## config.mk

```make
export PLATFORM = sky130hd
export DESIGN_NAME = mem_lsu
export DESIGN_NICKNAME = d
export VERILOG_FILES = /design/src/rtl/mem_lsu.sv
export SDC_FILE = /design/constraint.sdc
export NUM_CORES = 1
export LEC_CHECK = 0
export CAP_MARGIN = 20
export CORE_MARGIN = 2
export CORE_UTILIZATION = 46
export DETAILED_ROUTE_END_ITERATION = 16
export PLACE_DENSITY = 0.9
export SYNTH_ARGS = -nofsm -noshare
export SYNTH_HDL_FRONTEND = slang
export SYNTH_SLANG_ARGS = --single-unit
export TNS_END_PERCENT = 1
```

## constraint.sdc

```tcl
create_clock -name clk -period 4.3 [get_ports clk]
set_input_delay 1.075 -clock clk [delete_from_list [all_inputs] [get_ports clk]]
set_output_delay 1.075 -clock clk [all_outputs]
set_load 0.1 [all_outputs]
```

## src/rtl/mem_lsu.sv

```systemverilog
// Load/store unit in front of the byte-enabled data memory: one request at a time,
// misaligned half/word accesses split into little-endian byte beats.
package mem_lsu_pkg;
  typedef enum logic [2:0] {
    MEM_DT_BYTE  = 3'd0,
    MEM_DT_HALF  = 3'd1,
    MEM_DT_WORD  = 3'd2,
    MEM_DT_UBYTE = 3'd3,
    MEM_DT_UHALF = 3'd4
  } mem_dt_e;

  typedef enum logic [1:0] {
    ERR_NONE  = 2'd0,
    ERR_ALIGN = 2'd1,
    ERR_RANGE = 2'd2,
    ERR_OTHER = 2'd3
  } errno_e;
endpackage

module mem_lsu
  import mem_lsu_pkg::*;
#(
  parameter bit SPLIT_EN = 1'b1
) (
  input  logic        clk,
  input  logic        rst,
  input  logic        req_valid,
  output logic        req_ready,
  input  logic [31:0] req_addr,
  input  logic [31:0] req_wd,
  input  logic        req_we,
  input  mem_dt_e     req_dt,
  output logic        rsp_valid,
  output logic [31:0] rsp_rd,
  output logic        rsp_err,
  output logic [31:0] m_addr,
  output logic [31:0] m_wd,
  output logic        m_we,
  output mem_dt_e     m_dt,
  input  logic [31:0] m_rd,
  input  errno_e      m_err
);

  typedef enum logic [1:0] {S_IDLE, S_ACCESS, S_RESP} state_e;

  state_e      state_q, state_d;
  logic [31:0] addr_q, wd_q, rd_q;
  logic        we_q, err_q;
  mem_dt_e     dt_q;
  logic [2:0]  nb_q, nb_d;
  logic [1:0]  beat_q;

  logic        misaligned;
  logic        last_beat;
  logic        single;
  logic        beat_err;
  logic [31:0] rd_merge, rd_ext;

  // Beat count of the incoming request, from data type and address alignment.
  always_comb begin
    misaligned = 1'b0;
    nb_d       = 3'd1;
    case (req_dt)
      MEM_DT_HALF, MEM_DT_UHALF: begin
        misaligned = req_addr[0];
        nb_d       = misaligned ? 3'd2 : 3'd1;
      end
      MEM_DT_WORD: begin
        misaligned = (req_addr[1:0] != 2'b00);
        nb_d       = misaligned ? 3'd4 : 3'd1;
      end
      default: ;
    endcase
  end

  assign single    = (nb_q == 3'd1);
  assign last_beat = ({1'b0, beat_q} == nb_q - 3'd1);
  assign beat_err  = (m_err != ERR_NONE);

  // Reassembly: drop this beat's byte into lane k, then extend for half loads.
  always_comb begin
    rd_merge = rd_q;
    rd_merge[{beat_q, 3'b000} +: 8] = m_rd[7:0];
    case (dt_q)
      MEM_DT_HALF:  rd_ext = {{16{rd_merge[15]}}, rd_merge[15:0]};
      MEM_DT_UHALF: rd_ext = {16'h0000, rd_merge[15:0]};
      default:      rd_ext = rd_merge;
    endcase
  end

  // NOTE: every output gets a default before the case so no path leaves one
  // unassigned; a missing default here would infer a latch.
  always_comb begin
    state_d   = state_q;
    req_ready = 1'b0;
    rsp_valid = 1'b0;
    rsp_rd    = 32'h0;
    rsp_err   = 1'b0;
    m_addr    = 32'h0;
    m_wd      = 32'h0;
    m_we      = 1'b0;
    m_dt      = MEM_DT_WORD;
    case (state_q)
      S_IDLE: begin
        req_ready = !rst;
        if (req_valid && !rst)
          state_d = (misaligned && !SPLIT_EN) ? S_RESP : S_ACCESS;
      end
      S_ACCESS: begin
        m_we = we_q;
        if (single) begin
          m_addr = addr_q;
          m_dt   = dt_q;
          m_wd   = wd_q;
        end else begin
          m_addr = addr_q + {30'b0, beat_q};
          m_dt   = MEM_DT_UBYTE;
          m_wd   = {24'h0, wd_q[{beat_q, 3'b000} +: 8]};
        end
        if (beat_err || last_beat)
          state_d = S_RESP;
      end
      S_RESP: begin
        rsp_valid = 1'b1;
        rsp_rd    = rd_q;
        rsp_err   = err_q;
        state_d   = S_IDLE;
      end
      default: state_d = S_IDLE;
    endcase
  end

  // NOTE: all state below uses non-blocking assignments so every register
  // samples pre-edge values, regardless of statement order.
  always_ff @(posedge clk) begin
    if (rst) begin
      state_q <= S_IDLE;
      beat_q  <= 2'd0;
      rd_q    <= 32'h0;
      err_q   <= 1'b0;
      addr_q  <= 32'h0;
      wd_q    <= 32'h0;
      we_q    <= 1'b0;
      dt_q    <= MEM_DT_WORD;
      nb_q    <= 3'd1;
    end else begin
      state_q <= state_d;
      case (state_q)
        S_IDLE: begin
          if (req_valid) begin
            addr_q <= req_addr;
            wd_q   <= req_wd;
            we_q   <= req_we;
            dt_q   <= req_dt;
            nb_q   <= nb_d;
            beat_q <= 2'd0;
            rd_q   <= 32'h0;
            err_q  <= misaligned && !SPLIT_EN;
          end
        end
        S_ACCESS: begin
          if (beat_err) begin
            err_q <= 1'b1;
            rd_q  <= 32'h0;
          end else begin
            if (!we_q)
              rd_q <= single ? m_rd : rd_ext;
            beat_q <= beat_q + 2'd1;
          end
        end
        default: ;
      endcase
    end
  end

endmodule

```

# After elaboration in Yosys (flattened, before gate mapping)
# Cells that the tools add are included.
# word_totals
romBits	0
in_bits	105
n_memories	0
latchBits	0
ff_bits	108
elab_cells	74
ramBits	0
output_inout_bits	103
# classes
mul	0
n_reduce_logical	13
div	0
magnitude_cmp	0
eq_ne	15
shift	3
bitwise_logic	0
addsub	4
n_mux	30
# ops
op	n
two-way mux 32 bit	9
case mux 32 bit (2 select lines)	2
adder 32 x 2 -> 32 bit	1
bitwise mux 32 bit	1
variable shift 8 x 7 -> 32 bit (first input constant)	1
variable part select 32 x 6 -> 8 bit	1
variable part select 8 x 7 -> 32 bit	1
two-way mux 2 bit	5
!= test 2 bit (second input constant)	5
equality test 3 x 1 -> 1 bit (second input constant)	3
two-way mux 3 bit	3
AND reduction 3 bit	3
case mux 2 bit (2 select lines)	2
negator 5 -> 7 bit	1
equality test 3 bit (second input constant)	2
two-way mux 1 bit	6
case mux 3 bit (2 select lines)	1
nonzero test 2 bit	3
AND reduction 2 bit	2
equality test 2 x 3 -> 1 bit	1
equality test 3 x 2 -> 1 bit (second input constant)	1
!= test 3 bit (second input constant)	1
subtractor 3 x 1 -> 3 bit (second input constant)	1
adder 2 x 1 -> 2 bit (second input constant)	1
8 further kinds	8

# Longest topological paths before layout
# Gate-level depths: netlist (run 1).
# logic_depth
word_depth	8
ltp_mapped	9

# Worst setup path after synthesis (run 1)
# Ideal clock, no wire load.
# synth_path
path_kind	reg-to-output
from	reg beat_q[1]
to	out m_addr[26]
slack_ns	-0.389
t_arrival_ns	3.614
path_stages_with_launch	10
n_path_buf	2
required_ns	3.225
cell_sequence	dfxtp_1 -> clkbuf_1 -> inv_1 -> fa_1 -> nand2b_1 -> nor4_1 -> clkbuf_1 -> nand4b_1 -> xor2_1 -> nor2_1
# synth_via
elab_chain_len	3
# synth_lines
item	line_no	source
start, declared	51	logic [1:0] beat_q;
start signal, assigned	168	beat_q <= beat_q + 2'd1;
adder 32 x 2 -> 32 bit	116	m_addr = addr_q + {30'b0, beat_q};
two-way mux 32 bit	111	if (single) begin
two-way mux 32 bit	103	case (state_q)
end, declared	36	output logic [31:0] m_addr,
# Every way passes these cells.

# Final worst setup path (run 1)
# layout_path
from	reg beat_q[1]
to	out m_addr[30]
# The elaborated chain is that of the path after synthesis.

==> metrics.md, run 1 <==
| Metric | Value |
|---|---|
| Met1 Resource Use GR | a little over a third |
| Fmax | roughly 250 MHz |
| Worst skew pair latency | roughly 0.35 ns |
| Longest Clk Path Bufs | 2 |
| DRC Markers | 0 |
| CTS tree | built |
| Initial antenna violation count | 0 |
| Share of post-route cells with drive strength above 1 | around 15% |
| Post-layout net count | 1100 |
| Combinational power share | between 20% and 30% |
| Maximum VDD drop | 0.000210 V |
| GR peak layer | met2 |
| Area grow syn2layout | 41.7% |
| Pint | between 1.5 and 2 mW |
| # H-tree levels | 3 |
| # hold bufs at CTS | 0 |
| Reg power frac | between 40% and 50% |
| Core area | 13100 µm² |
| Ys flop type | dfxtp_1 |
| RSZ-0062 raised after global routing | no |
| Final WL | just under 20 mm |
| Vias | around 6600 |
| Initial core utilization | a little under half |
| Largest net degree at the start of global routing | between 90 and 100 |
| Final Max Slew Viols | 0 |
| Leading post-synthesis cells by cell area | dfxtp_1 35%, nand2_1 11%, a21oi_1 9.8%, nor2_1 3.7%, and3_1 3.7% |
| Resized cells post-CTS | 0 |
| Leakage power | between 3 and 4 nW |
| Adder-Cell Fraction of Synth Area | 1.95% |
| Clock Power Share | about a third |
| First-pass GRT wire length | ~31 mm |
| Area leader, netlist | dfxtp_1 |
| Antenna diode count | 0 |
| Vias in the first global route | around 6000 |
| Total chip power | around 2.4 mW |
| Synth Area in XOR/XNOR | roughly 4.4% |
| Ys Warns | 0 |
| Detail Placement HPWL | between 10 and 15 mm |
| Port buffer count | just over 200 |
| M2 GR Usage | 43.2% |
| Max_cap viols | 0 |
| Antenna-violating nets left | 0 |
| DR WL/cell | 16.9 µm |
| Post-synthesis sequential area ratio | 35.1% |
| Synth Cell Area | between 6000 and 7000 µm² |
| Net Sw Frac | between 30% and 40% |
| Synth Area in Compound Gates | 20.6% |
| Largest family of logic cells by synthesized area | simple AND/OR/NAND/NOR gates |
| Layout Skew | between 0.01 and 0.015 ns |
| Outcome | finished clean |
| Root buffer cell | clkbuf_16 |
| Die H | approximately 120 µm |
| Simple-Gate Fraction of Synth Area | a little under a third |
| Worst setup SP type | flip-flop |
| Die Wd | around 120 µm |
| Slew HR | a little over a quarter |
| Synthesized Nets | just over 900 |
| Fin util | around two thirds |
| Critical path class | flip-flop to output pin |
| Sink Count | 108 |
| Min Clock Period, post-route | 4.01 ns |
| Yosys top cell area share | 35.1% |
| Mux contribution to synthesized area | between 3 and 4% |
| Number of setup buffers added after CTS | 0 |
| Die footprint | 14300 µm² |
| DR pass1 iterations | 5 |
| Cells after Synth | approximately 800 |
| Post-synth ARST share | 0% |
| Vias/cell | 5.68 |
| Gr usage total | between 20% and 30% |
| Post-route setup TNS | 0 ns |
| Required @ worst endpoint | 3.22 ns |
| CTS buffer count | 9 |
| Hold Path Class | flip-flop to flip-flop |
| Total congestion overflow | 0 |
| Register bit count reported by yosys | approximately 110 |
| Pwr dens | roughly 280 nW/µm² |
| Kind of end point of the critical path | output pin |
| Iteration-0 DRC count of the detailed router | 639 |
| Post-synth cell types | between 50 and 60 |
| Post-synth EDFFs | 0 |
| Final worst path period share | around 93% |
| Post-Syn Area per Cell | roughly 7.5 µm² |
| Worst-Margin Slew | 1.09 ns |
| Final RePlAce weighted congestion | around 0.89 |
| Switching Power | roughly 760 µW |
| Fin. Hold Viols | 0 |
| M3 GR Usage | under 10% |
| CP Max Fanout | 11 |
| Arrival time at the worst endpoint | roughly 2.9 ns |
| Register clock-pin slew on the reported worst setup and hold paths | 0.07 ns |
| Cell row count | 42 |
| Setup violations, final | 0 |
| Io pins | 208 |
## through the flow
stage	hold slack, ns	instance area (µm²)	setup WS, ns	cells
2_1_floorplan	0.418	6150	-0.387	816
3_3_place_gp	0.434	8430	0.794	1151
3_5_place_dp	0.442	8430	0.684	1151
4_1_cts	0.452	8720	0.281	1167
5_1_grt	0.467	8720	0.121	1167
6_report	0.457	8720	0.290	1167
## critical path, cell delays in order (launching register included)
cell      delay [ns]
dfxtp_1         0.38
buf_4           0.23
inv_1           0.12
fa_1            0.43
nand2b_1        0.21
nor4_2          0.26
buf_4           0.23
nand4_1         0.15
xor2_1          0.18
nor2_1          0.18
buf_12          0.21
## cell usage after synthesis (3+ instances only)
library cell	n
buf_1	9
o2bb2ai_1	7
xor2_1	15
dfxtp_1	108
a21oi_1	121
ha_1	8
nor3_1	11
a2bb2oi_1	14
o31ai_1	17
nand3_1	28
and2_1	34
mux4_2	8
a21o_1	3
o31ai_2	3
xnor2_1	16
a22oi_1	16
buf_2	5
and3_1	36
clkbuf_1	44
nor2_1	61
nand2b_1	6
nor4_1	8
or3_1	3
nand2_1	174
nand4_1	7
o21ai_0	4
and4_1	4
inv_1	11
## power groups by stage
stage / sequential [mW] / clock (mW) / combinational [mW]
global placement: 1.12 / 0 / 0.519
global route: 1.10 / 0.867 / 0.569
CTS: 1.10 / 0.820 / 0.530
detailed placement: 1.12 / 0 / 0.527
floorplan: 1.10 / 0 / 0.332
finish: 1.10 / 0.811 / 0.530
## sequential cells by signal, indices dropped and copies added (netlist names)
name,count
state_q,2
rd_q,32
we_q,1
nb_q,3
dt_q,3
beat_q,2
wd_q,32
err_q,1
addr_q,32
## layout make-up
type | instances | area, µm²
clock buffer | 12 | 256
sequential | 108 | 2160
tap | 176 | 220
clock inverter | 4 | 30.0
fill | 1116 | 4420
multi-input combinational | 637 | 3730
timing repair buffer | 219 | 2280
inverter | 11 | 41.3
## metal layers
| metal | up-vias | share of wire, % |
|---|---|---|
| li1 | 3195 | - |
| met3 | 50 | 8.6 |
| met2 | 317 | 46 |
| met1 | 3066 | 42 |
| met5 | - | 0 |
| met4 | 0 | 3.4 |
## cells in the final DEF, fill, tap and decap left out, drive strengths merged, types with 11 or more instances in the layout
cell type	n
nand2	174
a21oi	121
buf	116
dfxtp	108
clkdlybuf4s50	103
nor2	61
and3	36
and2	34
nand3	28
o31ai	20
xnor2	16
a22oi	16
xor2	15
a2bb2oi	14
inv	13
clkbuf	12
nor3	11
## path summary, 6_finish.rpt
path	startpoint	end	slack (ns)	cells after the start
setup / recovery	beat_q[1]	m_addr[30]	0.29	10
hold / removal	rd_q[2]	rd_q[2]	0.46	2
setup reg to reg	beat_q[0]	rd_q[23]	1.51	8
hold reg to reg	rd_q[2]	rd_q[2]	0.46	2
## logic make-up after synthesis
family	count (synthesis)
and+or+nand+nor	389
AOI/OAI and AO/OA	199
DFF	108
buffers and inverters	71
xor gates and xnor gates	31
muxes	9
adders and majority gates	9
Note: power is estimated with default switching activity, not from simulation.
==> run 2: changes to the inputs <==
CTS_BUF_LIST = sky130_fd_sc_hd__clkbuf_8 sky130_fd_sc_hd__clkbuf_16   (was default)
==> run 2 against run 1 <==
Effect of this change: combinational power is essentially flat; via count about the same; cell count stayed put; sequential share of layout area stayed put; worst hold slack is essentially flat; first-iteration DRC count unchanged; critical path depth unchanged; core utilization did not move; clock skew about the same; sequential cell count did not move; final area unchanged; largest cell class unchanged.
==> metrics.md, run 2 (synthesized netlist as in run 1, its figures left out) <==
| Metric | Value |
|---|---|
| Outcome | finished clean |
| Fmax | 249 MHz (about the same) |
| CP most frequent cell | buf_4 |
| Required @ worst endpoint | 3.22 ns (about the same) |
| Worst skew pair latency | 0.35 ns (about the same) |
| Final worst path period share | 93.3% (about the same) |
| Share of post-route cells with drive strength above 1 | 15.4% (unchanged) |
| Die footprint | 14300 µm² (unchanged) |
| Placed Cells | 1151 (unchanged) |
| Kind of end point of the critical path | output pin |
| Resized cells post-CTS | 0 (unchanged) |
| Total congestion overflow | 0 (unchanged) |
| Final std cells w/o fill | 1167 (unchanged) |
| Total chip power | 2.44 mW (about the same) |
| Final WL | 19.8 mm (about the same) |
| Die H | 120 µm (unchanged) |
| Detail Placement HPWL | 13.8 mm (unchanged) |
| CP Max Fanout | 11 (unchanged) |
| # fillers | 1116 (unchanged) |
| Final hold slack | 0.457 ns (+0.00000800 ns) |
| Cell breakdown of the critical path | buf_4 -> inv_1 -> fa_1 -> nand2b_1 -> nor4_2 -> buf_4 -> nand4_1 -> xor2_1 -> nor2_1 -> buf_12 |
| DR pass1 iterations | 5 (unchanged) |
| DR WL met3 | 1.70 mm (-0.53%) |
| Setup violations, final | 0 (unchanged) |
| RSZ-0062 raised after global routing | no |
| DR WL/cell | 16.9 µm (about the same) |
| Final Instance Area | 8720 µm² (unchanged) |
| Final Max Slew Viols | 0 (unchanged) |
| # H-tree levels | 3 (unchanged) |
| Vias/cell | 5.68 (about the same) |
| Antenna-violating nets left | 0 (unchanged) |
| Critical path class | flip-flop to output pin |
| Post-Route M1 WL | 8.21 mm (+0.13%) |
| Antenna diode count | 0 (unchanged) |
| CTS tree | built |
| Port buffer count | 207 (unchanged) |
| Gr usage total | 27.2% (unchanged) |
| Io pins | 208 (unchanged) |
| Layout Skew | 0.0111 ns (+0.00000650 ns) |
| Initial antenna violation count | 0 (unchanged) |
| Largest stage delay on the critical path | 0.43 ns (about the same) |
| Register clock-pin slew on the reported worst setup and hold paths | 0.07 ns (about the same) |
| Largest net degree at the start of global routing | 95 (unchanged) |
| Number of setup buffers added after CTS | 0 (unchanged) |
| Worst-Margin Slew | 1.09 ns (-0.000000656 ns) |
| R2r setup slk | 1.51 ns (about the same) |
| Post-layout net count | 1100 (unchanged) |
| Fin. Hold Viols | 0 (unchanged) |
| Leakage power | 3.37 nW (+0.12%) |
| Die Wd | 120 µm (unchanged) |
| Min Clock Period, post-route | 4.01 ns (+0.0000530 ns) |
| Core area | 13100 µm² (unchanged) |
| Pwr dens | 280 nW/µm² (about the same) |
| Vias in the first global route | 6110 (unchanged) |
| Longest Clk Path Bufs | 2 (unchanged) |
| Area grow syn2layout | 41.7% (unchanged) |
| Vias | 6629 (+0.015%) |
| Worst setup SP type | flip-flop |
| Critical path's top delay family | simple AND/OR/NAND/NOR gates |
| Area of the multi-input gates | 3730 µm² (unchanged) |
| Iteration-0 DRC count of the detailed router | 639 (unchanged) |
| Final RePlAce weighted congestion | 0.890 (unchanged) |
| Cell row count | 42 (unchanged) |
| First-pass GRT wire length | 31.5 mm (unchanged) |
| Seq. cell area | 2160 µm² (unchanged) |
| CP bufs+invs | 4 (unchanged) |
| Most common cell after layout, fill and taps aside | nand2_1 |
| Post-DP Area | 8430 µm² (unchanged) |
| Largest registers | addr_q (32), rd_q (32), wd_q (32) |
| Root buffer cell | clkbuf_16 |
| Slowest-stage cell, CP | fa_1 |
| Max_cap viols | 0 (unchanged) |
| # hold bufs at CTS | 0 (unchanged) |
| Arrival time at the worst endpoint | 2.93 ns (about the same) |
| Metal2 WL | 9.18 mm (about the same) |
| Maximum VDD drop | 0.000210 V (about the same) |
| DRC Markers | 0 (unchanged) |
| Hold Path Class | flip-flop to flip-flop |
| Slew HR | 26.8% (about the same) |
| Most frequent cells in the layout | 173 x nand2_1, 121 x a21oi_1, 108 x dfxtp_1, 103 x clkdlybuf4s50_1, 86 x buf_4 |
| Initial core utilization | 46.8% (unchanged) |
| Sink Count | 108 (unchanged) |
| Max Used Layer | met4 |
| CTS buffer count | 9 (unchanged) |
==> run 2: cell count changes in the layout (fill, tap and decap cells not counted) <==
cell      before  now
clkbuf_1       1    0
inv_1         11   12
==> run 2: path summary, 6_finish.rpt <==
kind	cells after the start	to	start
worst max-delay path	10	m_addr[30]	beat_q[1]
worst min-delay path	2	rd_q[2]	rd_q[2]
worst max register to register	8	rd_q[23]	beat_q[0]
worst min register to register	2	rd_q[2]	rd_q[2]
==> run 2: cell type report <==
cell class,count,share of cell area (%)
clock buffers,11,2.90
multi-input cells,637,42.8
repair buffers,219,26.1
clock inverters,5,0.388
flip-flops and latches,108,24.8
inverters,11,0.474
well taps,176,2.53
==> run 2: metal layers <==
layer / track usage [%] / vias to the layer above
met1: 35.6 / 3069
met3: 6.23 / 50
met4: 11.2 / 0
li1: - / 3195
met5: 0 / -
met2: 43.2 / 315
==> run 2: through the flow <==
stage	worst slack (ns)	setup TNS, ns	utilization, %
2_1_floorplan	-0.387	-3.98	-
3_3_place_gp	0.794	0	64.2
3_5_place_dp	0.684	0	64.2
4_1_cts	0.281	0	66.4
5_1_grt	0.121	0	66.4
6_report	0.290	0	66.4
==> run 2: report_power, final <==
group          internal [mW]  total [mW]  switching, mW
clock                  0.426       0.809          0.383
sequential              1.05        1.10         0.0519
combinational          0.209       0.530          0.322
==> run 2: worst register-to-register path: stages (launching register included) <==
cell and delay (ns):
dfxtp_1 0.34, buf_4 0.27, inv_1 0.15, ha_1 0.40
and4b_1 0.43, a41o_1 0.62, a21oi_1 0.08, o32ai_1 0.32
a21o_1 0.13
==> run 3: changes to the inputs <==
==> constraint.sdc (replaced) <==
create_clock -name clk -period 4.3 [get_ports clk]
set_input_delay 0.43 -clock clk [delete_from_list [all_inputs] [get_ports clk]]
set_output_delay 0.43 -clock clk [all_outputs]
set_load 0.1 [all_outputs]
==> run 3 against run 2 <==
Effect of this change: core utilization rose by 0.11 points; critical endpoint is now m_wd[27]; routed wire length decreased by 1.1%; sequential power about the same; clock power grew 4.7%; global-route usage about the same.
==> metrics.md, run 3 (synthesized netlist as in run 1, its figures left out) <==
| Metric | Value |
|---|---|
| Outcome | finished clean |
| Pre-CTS setup slack | 1.26 ns (+0.576 ns) |
| CTS tree | built |
| Fmax | 291 MHz (+17%) |
| Post-Route M1 WL | 8.12 mm (-1.2%) |
| Initial core utilization | 46.8% (unchanged) |
| Pwr dens | 283 nW/µm² (+1.3%) |
| Post-layout net count | 1098 (-0.18%) |
| Placed Cells | 1149 (-0.17%) |
| RSZ-0062 raised after global routing | no |
| Iteration-0 DRC count of the detailed router | 727 (+14%) |
| Post-route setup TNS | 0 ns (unchanged) |
| Detail Placement HPWL | 13.7 mm (-0.71%) |
| Antenna diode count | 0 (unchanged) |
| Number of setup buffers added after CTS | 0 (unchanged) |
| Fin util | 66.5% (+0.11 points) |
| Resized cells post-CTS | 0 (unchanged) |
| Io pins | 208 (unchanged) |
| Largest net degree at the start of global routing | 96 (+1.1%) |
| Worst-Margin Slew | 1.05 ns (-0.0352 ns) |
| Final Max Slew Viols | 0 (unchanged) |
| Total chip power | 2.47 mW (+1.4%) |
| Die Wd | 120 µm (unchanged) |
| Metal2 WL | 9.26 mm (+0.90%) |
| Area grow syn2layout | 41.9% |
| Cell breakdown of the critical path | ha_1 -> nor2b_4 -> and3_1 -> clkdlybuf4s50_1 |
| Kind of end point of the critical path | output pin |
| CP bufs+invs | 1 (-3) |
| First-pass GRT wire length | 31.6 mm (+0.52%) |
| Net Sw Frac | 30.9% (-0.12 points) |
| Setup ws final | 0.867 ns (+0.577 ns) |
| Largest registers | addr_q (32), rd_q (32), wd_q (32) |
| Setup violations, final | 0 (unchanged) |
| DR pass1 iterations | 5 (unchanged) |
| Critical path's top delay family | buffers and inverters |
| Slew HR | 29.2% (+2.4 points) |
| Total congestion overflow | 0 (unchanged) |
| DR WL met3 | 1.49 mm (-12%) |
| Max_cap viols | 0 (unchanged) |
| Final RePlAce weighted congestion | 0.876 (-1.5%) |
| CP Max Fanout | 41 (+30) |
| DR WL/cell | 16.8 µm (-0.88%) |
| Worst skew pair latency | 0.35 ns (about the same) |
| Die footprint | 14300 µm² (unchanged) |
| Layout Skew | 0.00643 ns (-0.00466 ns) |
| Combinational power share | 21.3% (-0.5 points) |
| Reg power frac | 44.4% (-0.7 points) |
| Most frequent cells in the layout | 173 x nand2_1, 130 x clkdlybuf4s50_1, 121 x a21oi_1, 108 x dfxtp_1 |
| Final worst path period share | 79.8% (-13 points) |
| Max Used Layer | met4 |
| DRC Markers | 0 (unchanged) |
| Min Clock Period, post-route | 3.43 ns (-0.577 ns) |
| Largest stage delay on the critical path | 1.13 ns (+0.70 ns) |
| Longest Clk Path Bufs | 2 (unchanged) |
| Share of post-route cells with drive strength above 1 | 12.5% (-2.9 points) |
| Worst setup SP type | flip-flop |
| Gr usage total | 27.1% (about the same) |
| Leakage power | 3.29 nW (-2.4%) |
| Critical path class | flip-flop to output pin |
| Maximum VDD drop | 0.000219 V (+3.9%) |
| Register clock-pin slew on the reported worst setup and hold paths | 0.07 ns (about the same) |
| Final std cells w/o fill | 1165 (-0.17%) |
| Most common cell after layout, fill and taps aside | nand2_1 |
| Port buffer count | 207 (unchanged) |
| CTS buffer count | 9 (unchanged) |
| Root buffer cell | clkbuf_16 |
| Switching Power | 764 µW (+1.0%) |
| Vias/cell | 5.69 (+0.11%) |
| Core area | 13100 µm² (unchanged) |
| Pint | 1.71 mW (+1.6%) |
| # H-tree levels | 3 (unchanged) |
| Clock Power Share | 34.3% (+1.1 points) |
| Required @ worst endpoint | 3.87 ns (+0.65 ns) |
| Fin. Hold Viols | 0 (unchanged) |
| Cell row count | 42 (unchanged) |
| Final WL | 19.5 mm (-1.1%) |
| Hold Path Class | flip-flop to flip-flop |
| # hold bufs at CTS | 0 (unchanged) |
| Die H | 120 µm (unchanged) |
| Antenna-violating nets left | 0 (unchanged) |
| Initial antenna violation count | 0 (unchanged) |
| Arrival time at the worst endpoint | 3.00 ns (+0.07 ns) |
| Vias | 6625 (-0.060%) |
| Slowest-stage cell, CP | clkdlybuf4s50_1 |
| Sink Count | 108 (unchanged) |
| Vias in the first global route | 6243 (+2.2%) |
[run 3: worst paths after layout]
kind	from	endpoint	slack, ns	cells after the start
setup / recovery	nb_q[0]	m_wd[27]	0.87	4
hold / removal	rd_q[3]	rd_q[3]	0.46	2
setup reg to reg	beat_q[0]	rd_q[31]	1.62	8
hold reg to reg	rd_q[3]	rd_q[3]	0.46	2
[run 3: worst min-delay path, stage by stage, from the launching register on]
cell	delay, ns
dfxtp_1	0.31
nand2_1	0.05
a21oi_1	0.05
[run 3: metal layers]
layer,GRT usage [%],vias up
li1,-,3186
met1,34.3,3088
met2,45.5,299
met3,5.75,52
met4,10.4,0
met5,0,-
[run 3: power groups by stage]
stage	Combinational, mW	Clock (mW)	Sequential (mW)
floorplan	0.332	0	1.10
global placement	0.515	0	1.12
detailed placement	0.524	0	1.12
CTS	0.526	0.863	1.10
global route	0.566	0.895	1.11
finish	0.527	0.847	1.10
[run 3: area by class of cell]
class / count / area [µm²]
Fill cell: 1099 / 4410
Multi-Input combinational cell: 637 / 3730
Timing Repair Buffer: 217 / 2280
Sequential cell: 108 / 2160
Clock buffer: 9 / 225
Tap cell: 176 / 220
Clock inverter: 7 / 76.3
Inverter: 11 / 41.3
[run 3: through the flow]
| step | hold WS (ns) | area [µm²] |
|---|---|---|
| after global routing | 0.482 | 8730 |
| after global placement | 0.433 | 8430 |
| final | 0.457 | 8730 |
| after CTS | 0.458 | 8730 |
| after floorplan | 0.418 | 6150 |
| after detailed placement | 0.443 | 8430 |
